[src/rtl/dead_time_pwm_pkg.sv]
`default_nettype none
// ============================================================================
// Module   : pwm_pkg
// Purpose  : Shared types for the dead-time PWM block. Holds the state
//            encoding of the complementary-output dead-time inserter.
// Ports    : none (package)
// Revision : 1.0 - initial release
// ============================================================================
package pwm_pkg;

  typedef enum logic [2:0] {
    IDLE       = 3'd0,
    HI_ON      = 3'd1,
    LO_ON      = 3'd2,
    DEAD_TO_HI = 3'd3,
    DEAD_TO_LO = 3'd4
  } pwm_state_e;

endpackage
`default_nettype wire

[src/rtl/dead_time_pwm_if.sv]
`default_nettype none
// ============================================================================
// Module   : dead_time_pwm_if
// Purpose  : Bundles the triangle/duty inputs and PWM outputs of the
//            dead-time PWM block.
// Signals  : ena, tri_in[N], duty[N], duty_wr, out_en  (towards the block)
//            duty_pending, pwm_hi, pwm_lo, valley      (from the block)
// Modports : slave  - the PWM block itself
//            master - whoever drives the triangle/duty side
// Revision : 1.0 - initial release
// ============================================================================
interface dead_time_pwm_if #(
  parameter int N = 8
);
  logic         ena;
  logic [N-1:0] tri_in;
  logic [N-1:0] duty;
  logic         duty_wr;
  logic         out_en;
  logic         duty_pending;
  logic         pwm_hi;
  logic         pwm_lo;
  logic         valley;

  modport slave (
    input  ena, tri_in, duty, duty_wr, out_en,
    output duty_pending, pwm_hi, pwm_lo, valley
  );

  modport master (
    output ena, tri_in, duty, duty_wr, out_en,
    input  duty_pending, pwm_hi, pwm_lo, valley
  );
endinterface
`default_nettype wire

[src/rtl/dead_time_pwm_inserter.sv]
`default_nettype none
// ============================================================================
// Module   : dead_time_inserter
// Purpose  : Turns a raw PWM level into a complementary hi/lo pair with
//            DEADTIME cycles of both-low between handovers. Both outputs
//            are registered and can never be high together.
// Ports    : clk    - system clock
//            rst    - asynchronous active-low reset
//            raw    - requested level (1 = high side)
//            out_en - low forces both outputs low (via IDLE)
//            pwm_hi - high-side drive (registered)
//            pwm_lo - low-side drive (registered)
// Revision : 1.0 - initial release
// ============================================================================
module dead_time_inserter
  import pwm_pkg::*;
#(
  parameter int DEADTIME = 4,
  parameter int DTW      = 8   // DEADTIME must fit: DEADTIME < 2**DTW
) (
  input  logic clk,
  input  logic rst,
  input  logic raw,
  input  logic out_en,
  output logic pwm_hi,
  output logic pwm_lo
);

  localparam logic [DTW-1:0] DT_LOAD = DTW'(DEADTIME);
  localparam logic [DTW-1:0] CNT_ONE = DTW'(1);
  localparam bit             NO_DEAD = (DEADTIME == 0);

  pwm_state_e     state_q, state_d;
  logic [DTW-1:0] cnt_q, cnt_d;
  logic           hi_q, hi_d;
  logic           lo_q, lo_d;

  // The counter is loaded with DEADTIME on entry to a DEAD state and the ON
  // state is entered on the edge where it steps from 1 to 0, so exactly
  // DEADTIME both-low cycles are produced.
  always_comb begin
    state_d = state_q;
    cnt_d   = cnt_q;
    if (!out_en) begin
      state_d = IDLE;
      cnt_d   = '0;
    end else begin
      case (state_q)
        IDLE: begin
          if (NO_DEAD) begin
            state_d = raw ? HI_ON : LO_ON;
          end else begin
            state_d = raw ? DEAD_TO_HI : DEAD_TO_LO;
            cnt_d   = DT_LOAD;
          end
        end
        HI_ON: begin
          if (!raw) begin
            if (NO_DEAD) begin
              state_d = LO_ON;
            end else begin
              state_d = DEAD_TO_LO;
              cnt_d   = DT_LOAD;
            end
          end
        end
        LO_ON: begin
          if (raw) begin
            if (NO_DEAD) begin
              state_d = HI_ON;
            end else begin
              state_d = DEAD_TO_HI;
              cnt_d   = DT_LOAD;
            end
          end
        end
        DEAD_TO_HI: begin
          // Request reverted: the high side was never driven, so the low
          // side can be restored without a new dead band.
          if (!raw) begin
            state_d = LO_ON;
            cnt_d   = '0;
          end else begin
            cnt_d = cnt_q - CNT_ONE;
            if (cnt_q <= CNT_ONE) begin
              state_d = HI_ON;
              cnt_d   = '0;
            end
          end
        end
        DEAD_TO_LO: begin
          if (raw) begin
            state_d = HI_ON;
            cnt_d   = '0;
          end else begin
            cnt_d = cnt_q - CNT_ONE;
            if (cnt_q <= CNT_ONE) begin
              state_d = LO_ON;
              cnt_d   = '0;
            end
          end
        end
        default: begin
          state_d = IDLE;
          cnt_d   = '0;
        end
      endcase
    end
    // Outputs are decoded from the next state and registered alongside it.
    hi_d = (state_d == HI_ON);
    lo_d = (state_d == LO_ON);
  end

  always_ff @(posedge clk or negedge rst) begin
    if (!rst) begin
      state_q <= IDLE;
      cnt_q   <= '0;
      hi_q    <= 1'b0;
      lo_q    <= 1'b0;
    end else begin
      state_q <= state_d;
      cnt_q   <= cnt_d;
      hi_q    <= hi_d;
      lo_q    <= lo_d;
    end
  end

  assign pwm_hi = hi_q;
  assign pwm_lo = lo_q;

endmodule
`default_nettype wire

[src/rtl/dead_time_pwm.sv]
`default_nettype none
// ============================================================================
// Module   : dead_time_pwm
// Purpose  : Center-aligned PWM from a triangle wave. A double-buffered duty
//            word is compared against the triangle; the result drives a
//            complementary hi/lo pair through a dead-time inserter.
// Ports    : clk - system clock
//            rst - asynchronous active-low reset
//            bus - dead_time_pwm_if.slave:
//                  ena, tri_in, duty, duty_wr, out_en  (in)
//                  duty_pending, pwm_hi, pwm_lo, valley (out)
// Revision : 1.0 - initial release
// ============================================================================
module dead_time_pwm #(
  parameter int N        = 8,
  parameter int DEADTIME = 4,
  parameter int DTW      = 8
) (
  input  logic            clk,
  input  logic            rst,
  dead_time_pwm_if.slave  bus
);

  logic [N-1:0] shadow_q, shadow_d;
  logic [N-1:0] active_q, active_d;
  logic         pending_q, pending_d;
  logic         valley_q, valley_d;
  logic         reload;
  logic         raw;

  // Active duty only changes at the triangle valley so each PWM period is
  // symmetric.
  assign reload = bus.ena && (bus.tri_in == '0);

  always_comb begin
    shadow_d  = shadow_q;
    active_d  = active_q;
    pending_d = pending_q;
    valley_d  = reload;
    if (reload) begin
      active_d  = shadow_q;
      pending_d = 1'b0;
    end
    // A write colliding with a reload lands in the shadow only and stays
    // pending for the next valley.
    if (bus.duty_wr) begin
      shadow_d  = bus.duty;
      pending_d = 1'b1;
    end
  end

  always_ff @(posedge clk or negedge rst) begin
    if (!rst) begin
      shadow_q  <= '0;
      active_q  <= '0;
      pending_q <= 1'b0;
      valley_q  <= 1'b0;
    end else begin
      shadow_q  <= shadow_d;
      active_q  <= active_d;
      pending_q <= pending_d;
      valley_q  <= valley_d;
    end
  end

  assign raw              = (active_q > bus.tri_in);
  assign bus.duty_pending = pending_q;
  assign bus.valley       = valley_q;

  dead_time_inserter #(
    .DEADTIME (DEADTIME),
    .DTW      (DTW)
  ) u_dti (
    .clk    (clk),
    .rst    (rst),
    .raw    (raw),
    .out_en (bus.out_en),
    .pwm_hi (bus.pwm_hi),
    .pwm_lo (bus.pwm_lo)
  );

endmodule
`default_nettype wire

[src/flat_wrapper.sv]
// flat-port wrapper written by rule: the top's interface ports become plain ports
module dead_time_pwm_flat 
#(
  parameter int N        = 8,
  parameter int DEADTIME = 4,
  parameter int DTW      = 8
)
  (clk, rst, bus_ena, bus_tri_in, bus_duty, bus_duty_wr, bus_out_en, bus_duty_pending, bus_pwm_hi, bus_pwm_lo, bus_valley);
  dead_time_pwm_if #(.N(N)) bus_i ();
  input  logic clk;
  input  logic rst;
  input wire logic [$bits(bus_i.ena)-1:0] bus_ena;
  input wire logic [$bits(bus_i.tri_in)-1:0] bus_tri_in;
  input wire logic [$bits(bus_i.duty)-1:0] bus_duty;
  input wire logic [$bits(bus_i.duty_wr)-1:0] bus_duty_wr;
  input wire logic [$bits(bus_i.out_en)-1:0] bus_out_en;
  output wire logic [$bits(bus_i.duty_pending)-1:0] bus_duty_pending;
  output wire logic [$bits(bus_i.pwm_hi)-1:0] bus_pwm_hi;
  output wire logic [$bits(bus_i.pwm_lo)-1:0] bus_pwm_lo;
  output wire logic [$bits(bus_i.valley)-1:0] bus_valley;
  assign bus_i.ena = bus_ena;
  assign bus_i.tri_in = bus_tri_in;
  assign bus_i.duty = bus_duty;
  assign bus_i.duty_wr = bus_duty_wr;
  assign bus_i.out_en = bus_out_en;
  assign bus_duty_pending = bus_i.duty_pending;
  assign bus_pwm_hi = bus_i.pwm_hi;
  assign bus_pwm_lo = bus_i.pwm_lo;
  assign bus_valley = bus_i.valley;
  dead_time_pwm #(.N(N), .DEADTIME(DEADTIME), .DTW(DTW)) u_core (.clk(clk), .rst(rst), .bus(bus_i));
endmodule
[config.mk]
export PLATFORM = sky130hd
export DESIGN_NAME = dead_time_pwm_flat
export DESIGN_NICKNAME = d
export VERILOG_FILES = /design/src/rtl/dead_time_pwm_pkg.sv /design/src/rtl/dead_time_pwm_if.sv /design/src/rtl/dead_time_pwm_inserter.sv /design/src/rtl/dead_time_pwm.sv /design/src/flat_wrapper.sv
export SDC_FILE = /design/constraint.sdc
export NUM_CORES = 1
export LEC_CHECK = 0
export CORE_UTILIZATION = 54
export DETAILED_ROUTE_END_ITERATION = 10
export GPL_ROUTABILITY_DRIVEN = 0
export PLACE_DENSITY = 0.77
export SLEW_MARGIN = 40
export SYNTH_ARGS = -nofsm -noshare
export SYNTH_HDL_FRONTEND = slang
export SYNTH_SLANG_ARGS = --single-unit
[constraint.sdc]
create_clock -name clk -period 2.6 [get_ports clk]
set_input_delay 0.26 -clock clk [delete_from_list [all_inputs] [get_ports clk]]
set_output_delay 0.26 -clock clk [all_outputs]
set_load 0.01 [all_outputs]
Word-level counts from Yosys, hierarchy flattened
Index checks and enable logic that the tools add are counted.

storage, ports and cells
  flip-flop bits (word level) = 31
  output and inout port bits = 4
  word-level logic and storage cells = 42
  bits of input ports = 21

cells by class
  equality and inequality tests = 8
  $add $sub $neg = 1
  muxes and demuxes = 18
  reductions and logical operators = 5
  magnitude comparators = 2

operators by type and width
  kind                                                             number
  two-way mux 8 bit                                                6
  one-hot mux 8 bit (5 select lines)                               1
  two-way mux 3 bit                                                8
  one-hot mux 3 bit (5 select lines)                               1
  == test 3 x 2 -> 1 bit (second input constant)                   3
  greater-than comparator 8 bit                                    1
  less-or-equal comparator 8 x 1 -> 1 bit (second input constant)  1
  zero test 8 bit                                                  1
  subtractor 8 x 1 -> 8 bit (second input constant)                1
  == test 3 x 1 -> 1 bit (second input constant)                   2
  != test 3 bit (second input constant)                            2
  == test 3 bit (second input constant)                            1
  zero test 3 bit                                                  1
  two-way mux 1 bit                                                2
  AND reduction 2 bit                                              1
  nonzero test 2 bit                                               1
  logical AND 1 bit                                                1

Depth between registers and ports, before layout
  depth in word-level cells = 6
  depth in mapped cells = 9

Hierarchy
Synthesis repeated with hierarchy kept, for this count alone.

second synthesis, totals
  cell total of the unflattened synthesis = 155
  area, all modules = 1691.6 um^2

modules (own cells, without submodules)
  module              cells each  instances  seq. area each (um^2)  area an instance (um^2)
  dead_time_pwm       67          1          450.4                  882.1
  dead_time_inserter  88          1          325.3                  809.5

Worst setup path after synthesis
Ideal clock, no wire load.

  kind = register to register
  start point = reg u_core.active_q[1]
  end point = reg u_core.u_dti.cnt_q[6]
  path slack = 474 ps
  path buffers = 0
  arrival = 2032 ps
  library setup time = 94 ps
  stages on the path, launching flop included = 8
  clock period less this slack = 2126 ps
  path through = dfrtp_1 -> ha_1 -> nor2b_1 -> o211ai_2 -> a211oi_4 -> nor3_2 -> or4_1 -> a221oi_2

on the way
  cells in the longest elaborated chain, start to end = 4
  elaborated cells between the ends (all ways) = 8

ends and longest elaborated chain
  item                                  line                                                        RTL
  start: declaration                    dead_time_pwm.sv:25                                         logic [N-1:0] active_q, active_d;
  start signal: assignment              dead_time_pwm.sv:60                                         active_q <= active_d;
  greater-than comparator 8 bit (*)     dead_time_pwm.sv:66                                         assign raw = (active_q > bus.tri_in);
  two-way mux 8 bit (on tied branches)  dead_time_pwm_inserter.sv:92, dead_time_pwm_inserter.sv:80
  one-hot mux 8 bit (5 select lines)    dead_time_pwm_inserter.sv:48                                case (state_q)
  two-way mux 8 bit                     dead_time_pwm_inserter.sv:44                                if (!out_en) begin
  end signal: assignment                dead_time_pwm_inserter.sv:122                               cnt_q <= cnt_d;
  end: declaration                      dead_time_pwm_inserter.sv:34                                logic [DTW-1:0] cnt_q, cnt_d;

Mark *: on every way between the ends. The rest lies on a longest branch, timed or not.
A chain may end at the register's enable or synchronous reset.

Worst setup path after layout
  start point = in bus_tri_in[1]
  end point = reg u_core.u_dti.cnt_q[5]

on the way
  cells in the longest elaborated chain, start to end = 4
  elaborated cells between the ends (all ways) = 8

ends and longest elaborated chain
  item                                  line                                                        RTL
  start: declaration                    flat_wrapper.sv:13                                          input wire logic [$bits(bus_i.tri_in)-1:0] bus_tri_in;
  greater-than comparator 8 bit (*)     dead_time_pwm.sv:66
  two-way mux 8 bit (on tied branches)  dead_time_pwm_inserter.sv:92, dead_time_pwm_inserter.sv:80
  one-hot mux 8 bit (5 select lines)    dead_time_pwm_inserter.sv:48
  two-way mux 8 bit                     dead_time_pwm_inserter.sv:44

Marks and branches as above.

==> flow_summary.json <==
{
  "dieArea_mm2": 0.00358,
  "cp-end-kind": "flip-flop",
  "dp_hpwl_um": 3210,
  "fin_crit_sh": 0.927,
  "cp.arrival_ps": 2600,
  "final_area_mm2": 0.00223,
  "rr_endpoint": "u_core.u_dti.cnt_q[5]$_DFFE_PN0P_",
  "grt_pass1_wl_um": 7180,
  "die_w_um": 59.8,
  "synth_area_mm2": 0.00180,
  "yosysSeqAreaShare": 0.430,
  "clock_latency_ps": 350,
  "wl_met2_um": 1990,
  "grt-ovfl-total": 0,
  "yosysWarnings": 0,
  "cts-hold-fix-buffers": 0,
  "groute.usage.overall": 0.275,
  "drc": 0,
  "seqPwrFrac": 0.359,
  "hold_viol": 0,
  "ioPinCount": 25,
  "ys_seq_elements": 31,
  "dr.pass1.iters": 4,
  "drive_gt1_frac": 0.163,
  "maxSlewHeadroom": 0.715,
  "cap_violations": 0,
  "clock_path_buffers": 2,
  "required_ps": 2790,
  "clkSinkCount": 31,
  "yosys_most_used_dff": "dfrtp_1",
  "core_mm2": 0.00310,
  "max_freq_mhz": 415,
  "placed_cell_area_mm2": 0.00216,
  "synth-edff-count": 0,
  "hold_ws_ps": 281,
  "postLayoutCoreUtil": 0.719,
  "drt-initial-drc-count": 75,
  "pwr-share-clk": 0.178,
  "worstPathMaxFanout": 6,
  "cts-root-buf": "clkbuf_4",
  "swShare": 0.418,
  "htree_levels": 2,
  "synth_area_leader_cell": "dfrtp_1",
  "syn_inst": 188,
  "cts_buffers": 5,
  "r2r-start": "u_core.active_q[1]$_DFFE_PN0P_",
  "port_buffers": 24,
  "std_cell_rows": 20,
  "ir_drop_v": 0.000458,
  "power_density_mw_per_mm2": 842,
  "grt_setup_unrepaired": "no",
  "die_y_um": 59.8,
  "nNetsFinal": 257,
  "status": "finished, final reports clean",
  "avgRoutedWirePerCell_um": 15.3,
  "reg2reg_slack_ps": 210,
  "grt_pass1_vias": 1593,
  "via_count": 1623,
  "worst-setup-path-type": "primary input to flip-flop",
  "clk_pin_slew_ps": 120,
  "worst_pin_slew_ps": 423,
  "start_util": 0.581,
  "antenna_found_initial": 0,
  "wl_met3_um": 236,
  "fillers": 257,
  "ys_async_sr_fraction": 1.00,
  "p_leak_uw": 0.00103,
  "yosysTopAreaCellShare": 0.430,
  "syn-mean-instance-area_um2": 9.60,
  "syn-num-nets": 219,
  "met1Wirelength_um": 1810,
  "reg2regPathDepth": 8,
  "n_antenna_cell": 0,
  "netSwitchingPower_uw": 784,
  "routed_wl_um": 4150,
  "area_growth_pct": 23.6,
  "hold_class": "primary input to asynchronous set/reset pin",
  "cts_tree": "built",
  "combPwrFrac": 0.463,
  "postRouteAntennaNets": 0,
  "fin_worst_skew_ps": 20.1,
  "finalSetupViolations": 0,
  "cp-start-kind": "primary input",
  "grt_max_degree": 32,
  "via_per_inst": 5.99,
  "internal-power_uw": 1090,
  "ys_types": 45,
  "top_layer_used": "met4",
  "synth.top_cells.by_area": "dfrtp_1 43%, ha_1 6.9%, nand2_1 6.7%",
  "fin_crit_ps": 2410,
  "slew_viol_final": 0
}
==> stage by stage <==
step / setup slack [ps] / cells / setup TNS, ps / power, µW
final: 189 / 271 / 0 / 1880
after global routing: 27.3 / 271 / 0 / 2020
after CTS: 149 / 271 / 0 / 1860
after detailed placement: -208 / 263 / -636 / 1530
after global placement: -36.3 / 263 / -48.9 / 1480
after floorplan: 474 / 188 / 0 / 1260
==> layer usage <==
layer	track usage	vias to the layer above
li1	-	765
met1	0.345	772
met2	0.448	72
met5	0	-
met3	0.0498	14
met4	0.150	0
==> registers in the layout, summed over array words and instances (netlist names) <==
signal,cells
u_core.shadow_q,8
u_core.u_dti.pwm_hi,1
u_core.bus.valley,1
u_core.bus.duty_pending,1
u_core.u_dti.state_q,3
u_core.u_dti.cnt_q,8
u_core.active_q,8
u_core.u_dti.pwm_lo,1
==> final cells by class <==
cell class	count	area, µm²	share of cell area
Tap cell	44	55.1	0.0247
Multi-Input combinational cell	139	955	0.428
Timing Repair Buffer	34	315	0.141
Sequential cell	31	776	0.348
Clock buffer	7	65.1	0.0292
Clock inverter	1	7.51	0.00337
Inverter	15	56.3	0.0253
==> cells by family after synthesis <==
logic type,count (synthesis),share of synthesized area
AO/OA/AOI/OAI,44,0.184
adder cells (fa/ha/maj),10,0.0693
buffers and inverters,18,0.0416
flip-flops,31,0.430
multiplexers,9,0.0555
AND/OR/NAND/NOR,76,0.219
==> critical path, cell delays in order <==
cell	delay [ps]
clkdlybuf4s50_1	480
inv_1	60
ha_1	290
nor2b_1	170
o211ai_2	120
a211oi_4	340
nor3_2	100
buf_4	160
o41ai_1	470
a221oi_1	160
==> power groups by stage <==
stage / sequential (µW) / clock (µW) / combinational, µW
after global placement: 672 / 0 / 805
final: 674 / 333 / 870
after CTS: 668 / 340 / 852
after detailed placement: 678 / 0 / 847
after global routing: 687 / 370 / 958
after floorplan: 653 / 0 / 609
==> cell usage after synthesis (2+ instances only) <==
library cell,number
nand4b_1,2
nand3_1,8
clkbuf_1,2
mux2_2,8
a221oi_1,3
nor2b_1,2
a21oi_1,6
o21ai_0,12
o22ai_1,2
nor4_1,3
o41ai_1,3
and3_1,2
ha_1,10
nand2_1,32
dfrtp_1,31
nor2_1,8
a211o_1,4
a21o_1,2
or3_1,3
inv_1,14
nor3_1,7
==> worst max path at each step <==
stage	startpoint	slack, ps	to	cells after the start
floorplan	u_core.active_q[1]$_DFFE_PN0P_	470	u_core.u_dti.cnt_q[6]$_DFFE_PN0P_	7
global placement	bus_tri_in[7]	-40	u_core.u_dti.cnt_q[5]$_DFFE_PN0P_	9
detailed placement	bus_tri_in[3]	-210	u_core.u_dti.cnt_q[5]$_DFFE_PN0P_	10
CTS	bus_tri_in[3]	150	u_core.u_dti.cnt_q[5]$_DFFE_PN0P_	10
global route	bus_tri_in[1]	30	u_core.u_dti.cnt_q[5]$_DFFE_PN0P_	10
finish	bus_tri_in[1]	190	u_core.u_dti.cnt_q[5]$_DFFE_PN0P_	10
==> layout by cell type, fill, tap and decap left out, types with 3 or more instances in the layout <==
cell / n
nand3_1: 8
nor4_1: 3
nor3_1: 7
nor2_1: 8
inv_1: 14
ha_1: 10
a221oi_1: 3
clkdlybuf4s50_1: 24
mux2_2: 8
buf_4: 10
clkbuf_4: 5
o41ai_1: 3
or3_1: 3
dfrtp_1: 31
nand2_1: 32
a21oi_1: 6
o21ai_0: 11
a211o_1: 3
==> repair_timing <==
item	CTS	global route
buffers inserted	0	0
setup endpoints to repair	0	2
gates resized for setup	0	2
No activity file was read; power rests on OpenSTA's default activity.
